`src/rtl/fetch_unit.sv`:
```
// Instruction fetch front end: one outstanding memory request, a one-entry
// output buffer toward decode, and redirect handling that drops stale responses.
//
// state    | meaning
// ---------+------------------------------------------------------------
// ST_FETCH | may issue a request for pc_q once the output buffer is empty
// ST_WAIT  | one request outstanding; drop_q marks its response as stale
module fetch_unit #(
    parameter logic [31:0] RESET_PC = 32'h0000_0000
) (
    input  logic        clk_i,
    input  logic        rst_i,
    output logic        imem_req_valid_o,
    input  logic        imem_req_ready_i,
    output logic [31:0] imem_addr_o,
    input  logic        imem_rsp_valid_i,
    input  logic [31:0] imem_rsp_data_i,
    input  logic        redirect_i,
    input  logic [31:0] redirect_pc_i,
    output logic        inst_valid_o,
    input  logic        inst_ready_i,
    output logic [31:0] inst_o,
    output logic [31:0] pc_o
);

    typedef enum logic {
        ST_FETCH = 1'b0,
        ST_WAIT  = 1'b1
    } state_t;

    state_t      state_q, state_d;
    logic [31:0] pc_q, pc_d;
    logic        drop_q, drop_d;
    logic        buf_valid, buf_valid_d;
    logic [31:0] buf_inst, buf_inst_d;
    logic [31:0] buf_pc, buf_pc_d;

    logic        req_fire;
    logic        out_fire;
    logic [31:0] redirect_target;

    assign imem_req_valid_o = (state_q == ST_FETCH) && !buf_valid;
    assign imem_addr_o      = pc_q;
    assign inst_valid_o     = buf_valid;
    assign inst_o           = buf_inst;
    assign pc_o             = buf_pc;

    assign req_fire        = imem_req_valid_o && imem_req_ready_i;
    assign out_fire        = buf_valid && inst_ready_i;
    assign redirect_target = redirect_pc_i & ~32'h0000_0003;

    always_ff @(posedge clk_i) begin
        if (rst_i) begin
            state_q   <= ST_FETCH;
            pc_q      <= RESET_PC;
            drop_q    <= 1'b0;
            buf_valid <= 1'b0;
            buf_inst  <= 32'h0000_0000;
            buf_pc    <= 32'h0000_0000;
        end else begin
            state_q   <= state_d;
            pc_q      <= pc_d;
            drop_q    <= drop_d;
            buf_valid <= buf_valid_d;
            buf_inst  <= buf_inst_d;
            buf_pc    <= buf_pc_d;
        end
    end

    always_comb begin
        state_d     = state_q;
        pc_d        = pc_q;
        drop_d      = drop_q;
        buf_valid_d = buf_valid && !out_fire;
        buf_inst_d  = buf_inst;
        buf_pc_d    = buf_pc;

        if (redirect_i) begin
            // A request accepted or still in flight this cycle belongs to the
            // old path, so its response must never reach the buffer.
            pc_d        = redirect_target;
            buf_valid_d = 1'b0;
            case (state_q)
                ST_FETCH: begin
                    if (req_fire) begin
                        state_d = ST_WAIT;
                        drop_d  = 1'b1;
                    end
                end
                ST_WAIT: begin
                    if (imem_rsp_valid_i) begin
                        state_d = ST_FETCH;
                        drop_d  = 1'b0;
                    end else begin
                        drop_d  = 1'b1;
                    end
                end
                default: state_d = ST_FETCH;
            endcase
        end else begin
            case (state_q)
                ST_FETCH: begin
                    if (req_fire) begin
                        state_d = ST_WAIT;
                    end
                end
                ST_WAIT: begin
                    if (imem_rsp_valid_i) begin
                        state_d = ST_FETCH;
                        if (drop_q) begin
                            drop_d = 1'b0;
                        end else begin
                            buf_valid_d = 1'b1;
                            buf_inst_d  = imem_rsp_data_i;
                            buf_pc_d    = pc_q;
                            pc_d        = pc_q + 32'd4;
                        end
                    end
                end
                default: state_d = ST_FETCH;
            endcase
        end
    end

endmodule

```
`config.mk`:
```
export PLATFORM = sky130hd
export DESIGN_NAME = fetch_unit
export DESIGN_NICKNAME = d
export VERILOG_FILES = /design/src/rtl/fetch_unit.sv
export SDC_FILE = /design/constraint.sdc
export NUM_CORES = 1
export LEC_CHECK = 0
export BUFFER_PORTS_ARGS = -buffer_cell sky130_fd_sc_hd__buf_2
export CORE_UTILIZATION = 35
export CTS_CLUSTER_DIAMETER = 200
export DETAILED_ROUTE_END_ITERATION = 8
export PLACE_DENSITY = 0.7
export REMOVE_ABC_BUFFERS = 1
export SYNTH_ARGS = -nofsm -noshare
export SYNTH_HDL_FRONTEND = slang
export SYNTH_SLANG_ARGS = --single-unit
```
`constraint.sdc`:
```
create_clock -name clk_i -period 4.5 [get_ports clk_i]
set_clock_uncertainty 0.1 [all_clocks]
set_input_delay 1.125 -clock clk_i [delete_from_list [all_inputs] [get_ports clk_i]]
set_output_delay 1.125 -clock clk_i [all_outputs]
set_load 0.1 [all_outputs]
```
[Yosys cells after proc, flatten, opt, wreduce, memory -nomap -nowiden]
Index checks and enable logic that the tools add are counted.
W data, S select, Z words.
Storage, ports and cells
  register bits after elaboration: 99
  bits in latches: 0
  memory bits (writable): 0
  ROM bits: 0
  bits of input ports: 70
  output and inout port bits: 98
  logic and storage cells: 41
  memories: 0
Cells by class
  add/sub/neg operators: 1
  multipliers: 0
  div/mod/pow operators: 0
  magnitude comparators: 0
  eq/ne operators: 2
  shift-type cells: 0
  multiplexer cells: 15
  bitwise operators: 3
  reduce and logical (&&, ||, !) cells: 13
Operators by type and width (number)
  $mux W32: 4
  $add A32 B3 Y32 const B: 1
  $mux W1: 9
  $reduce_and A3 Y1: 3
  $logic_and A1 B1 Y1: 4
  $pmux W1 S2: 2
  $reduce_and A4 Y1: 1
  $reduce_bool A2 Y1: 2
  $ne A3 B3 Y1 const B: 1
  $not A1 Y1: 3
  $logic_not A1 Y1: 2
  $ne A2 B2 Y1 const B: 1
  $reduce_or A2 Y1: 1

[Depth between registers and ports, before layout]
Gate-level depths: netlist of the first run.
  word-level depth: 6
  gate-level depth with buffers: 8
  depth with buffers taken out: 5

[Least setup slack after synthesis of the first run]
Ideal clock, no wire load.
  path type: flip-flop to output port
  from: register buf_valid (netlist: inst_valid_o)
  to: output port imem_req_valid_o
  arrival: 2.066 ns
  required time: 3.275 ns
  path slack: 1.209 ns
  cell stages (with the launch flop): 2
  path buffers: 0
  cells stage by stage: dfxtp_1 > nor2_1
On the way
  cells in the longest elaborated chain, start to end: 2
RTL lines
  start, declared: RTL line 34  | logic buf_valid, buf_valid_d;
  start signal, assigned: RTL line 64  | buf_valid <= buf_valid_d;
  $logic_not A1 Y1: RTL line 42  | assign imem_req_valid_o = (state_q == ST_FETCH) && !buf_valid;
  $logic_and A1 B1 Y1: RTL line 42
  end, declared: RTL line 13  | output logic imem_req_valid_o,
No other way between the ends.

[Final worst setup path of the first run]
  from: input port imem_rsp_valid_i
  to: register pc_q[17] (netlist: imem_addr_o[17])
On the way
  cells in the longest elaborated chain, start to end: 2
RTL lines
  start, declared: RTL line 16  | input logic imem_rsp_valid_i,
  $reduce_bool A2 Y1 (no line)
  $reduce_and A3 Y1 (no line)
  end signal, assigned: RTL line 62  | pc_q <= pc_d;
  end, declared: RTL line 32  | logic [31:0] pc_q, pc_d;
No other way between the ends.
A chain may end at the register's enable or synchronous reset.

==> flow_metrics.tcl, run 1 <==
set metrics [dict create \
    cp.required_ps 4650 \
    synth-seq-area-share_pct 45.9 \
    h-tree-depth 3 \
    setup_viol 0 \
    final_max_slew_viol_count 0 \
    r2r_setup_slack_ps 1900 \
    grt-ovfl-total 0 \
    period_share_pct 67.1 \
    cts_hold_buf 0 \
    insertion_delay_ps 340 \
    cts_tree "done" \
    antenna_found_initial 0 \
    hpwl_um 7930 \
    cts-root-buf "clkbuf_16" \
    cpMaxStageDelayCell "or4_1" \
    port_buffers 161 \
    fin_crit_ps 3020 \
    placed_area_sq_mm 0.00503 \
    power_density_mw_per_mm2 382 \
    drt_iter0_drc 194 \
    track_usage_pct 19.4 \
    clk_path_buf_depth 2 \
    postSynthCellCount 536 \
    cp-start-kind "input pin" \
    multi_input_area_sq_mm 0.00204 \
    synth.distinct_cells 42 \
    n_antenna_cell 0 \
    critical_path.max_stage_delay_ps 830 \
    busiest_layer "met2" \
    routabilityCongestion 0.746 \
    leakage_nw 2.19 \
    r2r_start "state_q$_SDFF_PP0_" \
    core-area_sq_mm 0.0115 \
    fin_util_pct 46.3 \
    p_total_mw 2.03 \
    register_area_sq_mm 0.00190 \
    antenna_left 0 \
    rr_endpoint "imem_addr_o[17]$_SDFFE_PP0P_" \
    detail_route.wl_per_cell_um 14.2 \
    reg2reg_depth 4 \
    tns_ps 0 \
    clk_pin_slew_ps 60 \
    avgViaCountPerCell 5.13 \
    rsz0062_at_grt "false" \
    layout_common_cells "buf_2 (160), nand2_1 (141), dfxtp_1 (95), a21oi_1 (65), nor2_1 (28)" \
    slew-limit-headroom_pct 37.7 \
    timing_worst_setup_path_type "input pin to flip-flop" \
    final_common_cell "buf_2" \
    synth_seq_cells 95 \
    routed_wl_um 11600 \
    numCtsBuffers 9 \
    post_cts_buffers 0 \
    status "finished clean" \
    path_common_cell "or4_1" \
    num_rows 39 \
    area_growth_syn_to_layout_pct 28.1 \
    worst_pin_slew_ps 928 \
    max_cap_viol_count 0 \
    finalHoldViolations 0 \
    crit_path_cell_trace "buf_2 > nand3b_1 > or4_1 > or4_1 > a311oi_1" \
    fin_hold_ws_ps 351 \
    min_path_type "flip-flop to flip-flop" \
    stdcell_area_sq_mm 0.00531 \
    grt_max_degree 63 \
    cts.repair.resized 0 \
    crit_path_end_kind "flip-flop" \
    vias 4215 \
    numClockSinks 95 \
    grtUsageMet2_pct 31.7 \
    num_io_pins 168 \
    dieWidth_um 111 \
    hp-start "pc_o[18]$_SDFFE_PP0P_" \
    die_h_um 111 \
    grt_pass1_vias 3972 \
    grt_pass1_wl_um 19300 \
    netlist_area_sq_mm 0.00414 \
    start_util_pct 36.1 \
    grt_use_met1_pct 24.5 \
    grt_use_met3_pct 3.55 \
    fill_cells 1174 \
    dieArea_sq_mm 0.0123 \
    num-nets-final 745 \
    crit_fanout 11 \
    drcViolationCount 0 \
    avgSynthCellArea_sq_um 7.73 \
    holdPathStages 2 \
    irDropWorstVdd_mv 0.219 \
    drt_first_pass_iters 4 \
    hold_end "pc_o[18]$_SDFFE_PP0P_" \
    timing.fmax_mhz 331 \
    cp_data_arrival_time_ps 3170 \
    layout-drive-gt1-share_pct 27.4 \
    yosys_warnings 0 \
]
-- routing by layer --
metal / vias up / share of wire, %
li1: 2133 / -
met1: 1917 / 45
met2: 141 / 47
met3: 24 / 5.5
met4: 0 / 2.7
met5: - / 0
-- per-stage QoR --
| step | setup slack, ps | cells |
|---|---|---|
| 2_1_floorplan | 744 | 496 |
| 3_3_place_gp | 1140 | 806 |
| 3_5_place_dp | 1100 | 806 |
| 4_1_cts | 1470 | 821 |
| 5_1_grt | 1320 | 821 |
| 6_report | 1480 | 821 |
-- kinds of logic after synthesis --
| family | count (synthesis) | share of synthesized area (%) |
|---|---|---|
| and+or+nand+nor | 258 | 29.2 |
| AOI/OAI and AO/OA | 118 | 17.2 |
| DFF | 95 | 45.9 |
| buffers and inverters | 55 | 5.53 |
| xor gates and xnor gates | 6 | 1.27 |
| muxes | 2 | 0.513 |
| adders and majority gates | 1 | 0.302 |
| other | 1 | 0.0905 |
-- report_power, final --
part           switching [mW]  internal [mW]
clock network           0.306          0.418
logic                   0.316         0.0777
registers              0.0396          0.872
total                   0.662           1.37
-- cells in the mapped netlist --
cell	count	share of area (%)
a21boi_0	1	0.18
nor3_1	14	1.7
buf_1	6	0.54
nand4b_2	1	0.36
or4_1	5	0.91
nand2_1	141	13
nor4bb_1	1	0.24
nor2_1	29	2.6
o31ai_1	4	0.72
clkbuf_1	29	2.6
and3_1	5	0.76
o31a_1	1	0.21
a211oi_1	11	2.0
a221oi_1	3	0.63
dfxtp_1	95	46
nand2b_1	3	0.45
o21ai_0	14	1.7
nor4_1	8	1.2
mux2i_1	1	0.24
or3_1	9	1.4
nor2b_1	4	0.60
nand4_1	11	1.7
inv_1	12	1.1
a311oi_1	10	2.1
buf_4	5	0.91
a2111oi_0	4	0.85
nand3_2	2	0.48
nand3b_1	1	0.18
xor2_1	1	0.21
o211ai_1	2	0.36
conb_1	1	0.091
xnor2_1	5	1.1
o21a_1	2	0.36
nor4b_1	2	0.42
buf_2	3	0.36
ha_1	1	0.30
nor3b_1	6	1.1
a21oi_1	65	7.9
and4_1	5	1.1
o22a_1	1	0.21
mux2_2	1	0.27
nand3_1	11	1.3
-- flip-flops by register name, summed over array words and instances, names as in the netlist --
| name | cells |
|---|---|
| drop_q | 1 |
| imem_addr_o | 30 |
| inst_o | 32 |
| inst_valid_o | 1 |
| pc_o | 30 |
| state_q | 1 |
-- worst max path at each step --
stage                                         to              from  depth (start not counted)
floorplan                 inst_o[0]$_SDFFE_PP0P_  imem_rsp_valid_i                          4
global placement    imem_addr_o[17]$_SDFFE_PP0P_  imem_rsp_valid_i                          5
global route             inst_o[17]$_SDFFE_PP0P_  imem_rsp_valid_i                          6
finish              imem_addr_o[17]$_SDFFE_PP0P_  imem_rsp_valid_i                          5
detailed placement  imem_addr_o[17]$_SDFFE_PP0P_  imem_rsp_valid_i                          5
CTS                 imem_addr_o[17]$_SDFFE_PP0P_  imem_rsp_valid_i                          5
-- worst max-delay path, delay by kind of cell --
kind	cells	cell delay, ps
AOI/OAI and AO/OA	1	250
buffers and inverters	1	120
and+or+nand+nor	3	1670
-- area by class of cell --
type / instances / area share (%)
clock buffer: 15 / 5.23
inverter: 12 / 0.848
tap: 143 / 3.37
timing repair buffer: 167 / 16.3
sequential: 95 / 35.8
multi-input combinational: 389 / 38.4
Power figures use the tool's default switching activity.
==> run 2, diff against run 1 <==
- PLACE_DENSITY: 0.7 -> 0.72
- clock period: 4.5 -> 2.63 ns (I/O delays scaled with it)
==> flow_metrics.tcl, run 2 (synthesized netlist as in run 1, its figures left out) <==
set metrics [dict create \
    status "finished clean" \
    grt_pass1_vias 3913 \
    cts_hold_buf 0 \
    dieWidth_um 111 \
    drt_iter0_drc 247 \
    insertion_delay_ps 340 \
    slew-limit-headroom_pct 56.7 \
    critPathLaunch "imem_addr_o[2]$_SDFFE_PP0P_" \
    cts.repair.resized 0 \
    reg2reg_depth 6 \
    grt_use_met1_pct 23.3 \
    drcViolationCount 0 \
    num_rows 39 \
    antenna_left 0 \
    track_usage_pct 19.0 \
    critical_path.max_stage_delay_ps 520 \
    core-area_sq_mm 0.0115 \
    routed_wl_um 11700 \
    start_util_pct 36.1 \
    worst_pin_slew_ps 649 \
    max_cap_viol_count 0 \
    numCtsBuffers 9 \
    clk_path_buf_depth 2 \
    antenna_found_initial 0 \
    fin_util_pct 47.0 \
    avgViaCountPerCell 5.11 \
    vias 4251 \
    worst_slack_ps 450 \
    cts_tree "done" \
    power_density_mw_per_mm2 647 \
    grt-ovfl-total 0 \
    routabilityCongestion 0.763 \
    dieArea_sq_mm 0.0123 \
    numClockSinks 95 \
    num_io_pins 168 \
    irDropWorstVdd_mv 0.429 \
    die_h_um 111 \
    timing.fmax_mhz 459 \
    final_common_cell "buf_2" \
    crit_path_end_kind "flip-flop" \
    critPathCapture "imem_addr_o[12]$_SDFFE_PP0P_" \
    setup_viol 0 \
    drt_first_pass_iters 4 \
    h-tree-depth 3 \
    grt_max_degree 52 \
    area_growth_syn_to_layout_pct 30.2 \
    r2r_setup_slack_ps 450 \
    finalHoldViolations 0 \
    timing_worst_setup_path_type "flip-flop to flip-flop" \
    layout-drive-gt1-share_pct 28.9 \
    post_cts_buffers 0 \
    r2r_start "imem_addr_o[2]$_SDFFE_PP0P_" \
    grt_use_met3_pct 4.81 \
    num-nets-final 757 \
    detail_route.wl_per_cell_um 14.1 \
    rr_endpoint "imem_addr_o[12]$_SDFFE_PP0P_" \
    fin_crit_ps 2180 \
    dp_cells 818 \
    largest_reg_flops 32 \
    port_buffers 161 \
    hpwl_um 8320 \
    place_ws_ps 145 \
    p_total_mw 3.49 \
    crit_path_cell_trace "ha_1 > nand4b_2 > or3_1 > buf_4 > or3_1 > a311oi_1" \
    rsz0062_at_grt "false" \
    cp_data_arrival_time_ps 2330 \
    min_path_type "flip-flop to flip-flop" \
    crit_fanout 8 \
    cp-start-kind "flip-flop" \
    path_common_cell "or3_1" \
    cts-root-buf "clkbuf_16" \
    cpMaxStageDelayCell "or3_1" \
    busiest_layer "met2" \
    grtUsageMet2_pct 32.7 \
    period_share_pct 82.9 \
    clk_pin_slew_ps 60 \
    grt_pass1_wl_um 19000 \
    final_max_slew_viol_count 0 \
    leakage_nw 2.25 \
    final_cells 832 \
    layout_common_cells "buf_2 (160), nand2_1 (141), dfxtp_1 (95), a21oi_1 (65), nor2_1 (28)" \
    cp.required_ps 2780 \
    n_antenna_cell 0 \
]
## run 2: cell types whose count changed in the layout (fill, tap and decap cells not counted), sizes merged
cell    previous run  this run
buf              167       179
clkbuf            15        14
## run 2: per-stage QoR
stage / TNS [ps] / area [sq um] / hold slack (ps)
after floorplan: -43480 / 3970 / 342
after global placement: 0 / 5110 / 339
after detailed placement: 0 / 5110 / 344
after CTS: 0 / 5390 / 353
after global routing: 0 / 5390 / 368
final: 0 / 5390 / 350
## run 2: layout make-up
type	instances	area [sq um]
Sequential cell	95	1900
Multi-Input combinational cell	389	2040
Timing Repair Buffer	179	943
Inverter	12	45.0
Fill cell	1156	6070
Clock buffer	14	284
Tap cell	143	179
## run 2: power breakdown
part | leakage (nW) | switching, mW | internal, mW
clock network | 0.141 | 0.514 | 0.734
registers | 0.775 | 0.0691 | 1.49
logic | 1.33 | 0.543 | 0.138
total | 2.25 | 1.13 | 2.36
## run 2: worst min path at each step
stage | startpoint | end | slack, ps | depth (start not counted)
after floorplan | drop_q$_SDFFE_PP0P_ | drop_q$_SDFFE_PP0P_ | 340 | 2
after global placement | inst_o[30]$_SDFFE_PP0P_ | inst_o[30]$_SDFFE_PP0P_ | 340 | 2
after detailed placement | inst_o[26]$_SDFFE_PP0P_ | inst_o[26]$_SDFFE_PP0P_ | 340 | 2
after CTS | inst_o[26]$_SDFFE_PP0P_ | inst_o[26]$_SDFFE_PP0P_ | 350 | 2
after global routing | inst_o[9]$_SDFFE_PP0P_ | inst_o[9]$_SDFFE_PP0P_ | 370 | 2
final | pc_o[22]$_SDFFE_PP0P_ | pc_o[22]$_SDFFE_PP0P_ | 350 | 2
## run 2: per-layer routing
| metal | part of all wire (%) | wire [um] | vias to the layer above |
|---|---|---|---|
| met4 | 1.1 | 123 | 0 |
| li1 | - | - | 2152 |
| met2 | 48 | 5620 | 134 |
| met3 | 5.9 | 692 | 8 |
| met5 | 0 | 0 | - |
| met1 | 45 | 5250 | 1957 |
## run 2: worst max-delay path, delay by kind of cell, from the launching register on
family                     cells  cell delay (ps)
AOI/OAI and AO/OA              1              230
DFF                            1              410
buffers and inverters          1              210
and+or+nand+nor                3              930
adders and majority gates      1              200
==> run 3, diff against run 2 <==
- clock period: 2.63 -> 1.8 ns (I/O delays scaled with it)
==> flow_metrics.tcl, run 3 (synthesized netlist as in run 1, its figures left out) <==
set metrics [dict create \
    num_io_pins 168 \
    num_rows 39 \
    r2r_setup_slack_ps -180 \
    drt_iter0_drc 235 \
    timing_worst_setup_path_type "flip-flop to flip-flop" \
    routabilityCongestion 0.816 \
    drt_first_pass_iters 6 \
    crit_path_cell_trace "buf_6 > nand2_4 > or4_4 > or4_4 > a311oi_1" \
    grt_pass1_wl_um 21000 \
    crit_family "simple AND/OR/NAND/NOR gates" \
    reg2reg_depth 5 \
    track_usage_pct 21.1 \
    antenna_left 0 \
    layout-drive-gt1-share_pct 39.8 \
    tns_ps -707 \
    power_density_mw_per_mm2 872 \
    period_share_pct 110 \
    cts-root-buf "clkbuf_16" \
    irDropWorstVdd_mv 0.439 \
    setup_viol 7 \
    cpMaxStageDelayCell "or4_4" \
    fin_crit_ps 1980 \
    fin_util_pct 55.9 \
    largest_reg_flops 32 \
    grt_use_met1_pct 25.5 \
    antenna_found_initial 0 \
    numCtsBuffers 9 \
    grt_max_degree 39 \
    timing.fmax_mhz 504 \
    rsz0062_at_grt "true" \
    area_growth_syn_to_layout_pct 54.8 \
    holdPathStages 3 \
    layout_common_cells "nand2_1 (140), buf_2 (131), dfxtp_1 (87), buf_4 (75), a21oi_1 (64)" \
    dieArea_sq_mm 0.0123 \
    vias 4643 \
    min_path_type "input pin to flip-flop" \
    violations "negative setup slack" \
    critical_path.max_stage_delay_ps 540 \
    h-tree-depth 3 \
    n_antenna_cell 0 \
    clk_path_buf_depth 2 \
    worst_slack_ps -182 \
    grtUsageMet2_pct 37.1 \
    grt_use_met3_pct 3.17 \
    fin_hold_ws_ps 240 \
    crit_path_end_kind "flip-flop" \
    start_util_pct 36.1 \
    busiest_layer "met2" \
    leakage_nw 2.73 \
    port_buffers 161 \
    max_cap_viol_count 0 \
    hpwl_um 9270 \
    cp-start-kind "flip-flop" \
    place_ws_ps -462 \
    fill_cells 1017 \
    insertion_delay_ps 340 \
    multi_input_area_sq_mm 0.00224 \
    cp.required_ps 1940 \
    detail_route.wl_per_cell_um 15.1 \
    register_area_sq_mm 0.00191 \
    status "complete, but fails checks" \
    grt_pass1_vias 4403 \
    numClockSinks 95 \
    crit_fanout 3 \
    final_max_slew_viol_count 0 \
    path_depth 5 \
    grt-ovfl-total 0 \
    path_buf_inv 1 \
    path_common_cell "or4_4" \
    finalHoldViolations 0 \
    dieWidth_um 111 \
    clk_pin_slew_ps 70 \
    core-area_sq_mm 0.0115 \
    num-nets-final 820 \
    final_common_cell "nand2_1" \
    die_h_um 111 \
    avgViaCountPerCell 5.18 \
    routed_wl_um 13600 \
    cp_data_arrival_time_ps 2120 \
    drcViolationCount 0 \
    cts_tree "done" \
]
-- run 3: cell types whose count changed in the layout (fill, tap and decap cells not counted), moves of 7 or more --
cell | previous run | this run
buf_12 | 0 | 12
clkbuf_4 | 0 | 7
buf_6 | 0 | 16
buf_2 | 160 | 131
dfxtp_1 | 95 | 87
buf_4 | 19 | 75
dfxtp_2 | 0 | 7
-- run 3: per-layer routing --
layer  wire [um]  up-vias
li1            -     2283
met1        5750     2152
met2        6830      181
met3         672       27
met4         306        0
met5           0        -
-- run 3: power breakdown --
part	internal, mW	total [mW]	switching [mW]
registers	2.18	2.25	0.0662
clock network	1.29	2.07	0.783
logic	0.370	1.27	0.900
total	3.84	5.59	1.75
-- run 3: stage by stage --
stage	instances	instance area, sq um	power (mW)
2_1_floorplan	496	3970	3.05
3_3_place_gp	866	5630	3.44
3_5_place_dp	866	5630	3.46
4_1_cts	891	6150	5.58
5_1_grt	897	6410	5.79
6_report	897	6410	5.59
-- run 3: path summary, 6_finish.rpt --
check	end	start
hold / removal	inst_o[4]$_SDFFE_PP0P_	imem_rsp_data_i[4]
hold reg to reg	inst_o[6]$_SDFFE_PP0P_	inst_o[6]$_SDFFE_PP0P_
setup / recovery	imem_addr_o[17]$_SDFFE_PP0P_	imem_addr_o[2]$_SDFFE_PP0P_
setup reg to reg	imem_addr_o[17]$_SDFFE_PP0P_	imem_addr_o[2]$_SDFFE_PP0P_
-- run 3: final cells by class --
class | instances | share of cell area, %
inverters | 12 | 0.702
multi-input cells | 389 | 35.0
clock buffers | 13 | 4.06
clock inverters | 3 | 1.01
flip-flops and latches | 95 | 29.8
well taps | 143 | 2.79
repair buffers | 242 | 26.6
-- run 3: tightest hold or removal path, cell delays in order --
cell     delay, ps
buf_2           90
nand2_1         40
a21oi_1         50
-- run 3: what timing repair did --
action	in CTS	in global routing
resized for setup	41	52
setup buffers	9	6
hold buffers	0	0
endpoints found under the setup margin	28	24
gates cloned	0	0
endpoints found under the hold margin	0	0
pin swaps	16	14
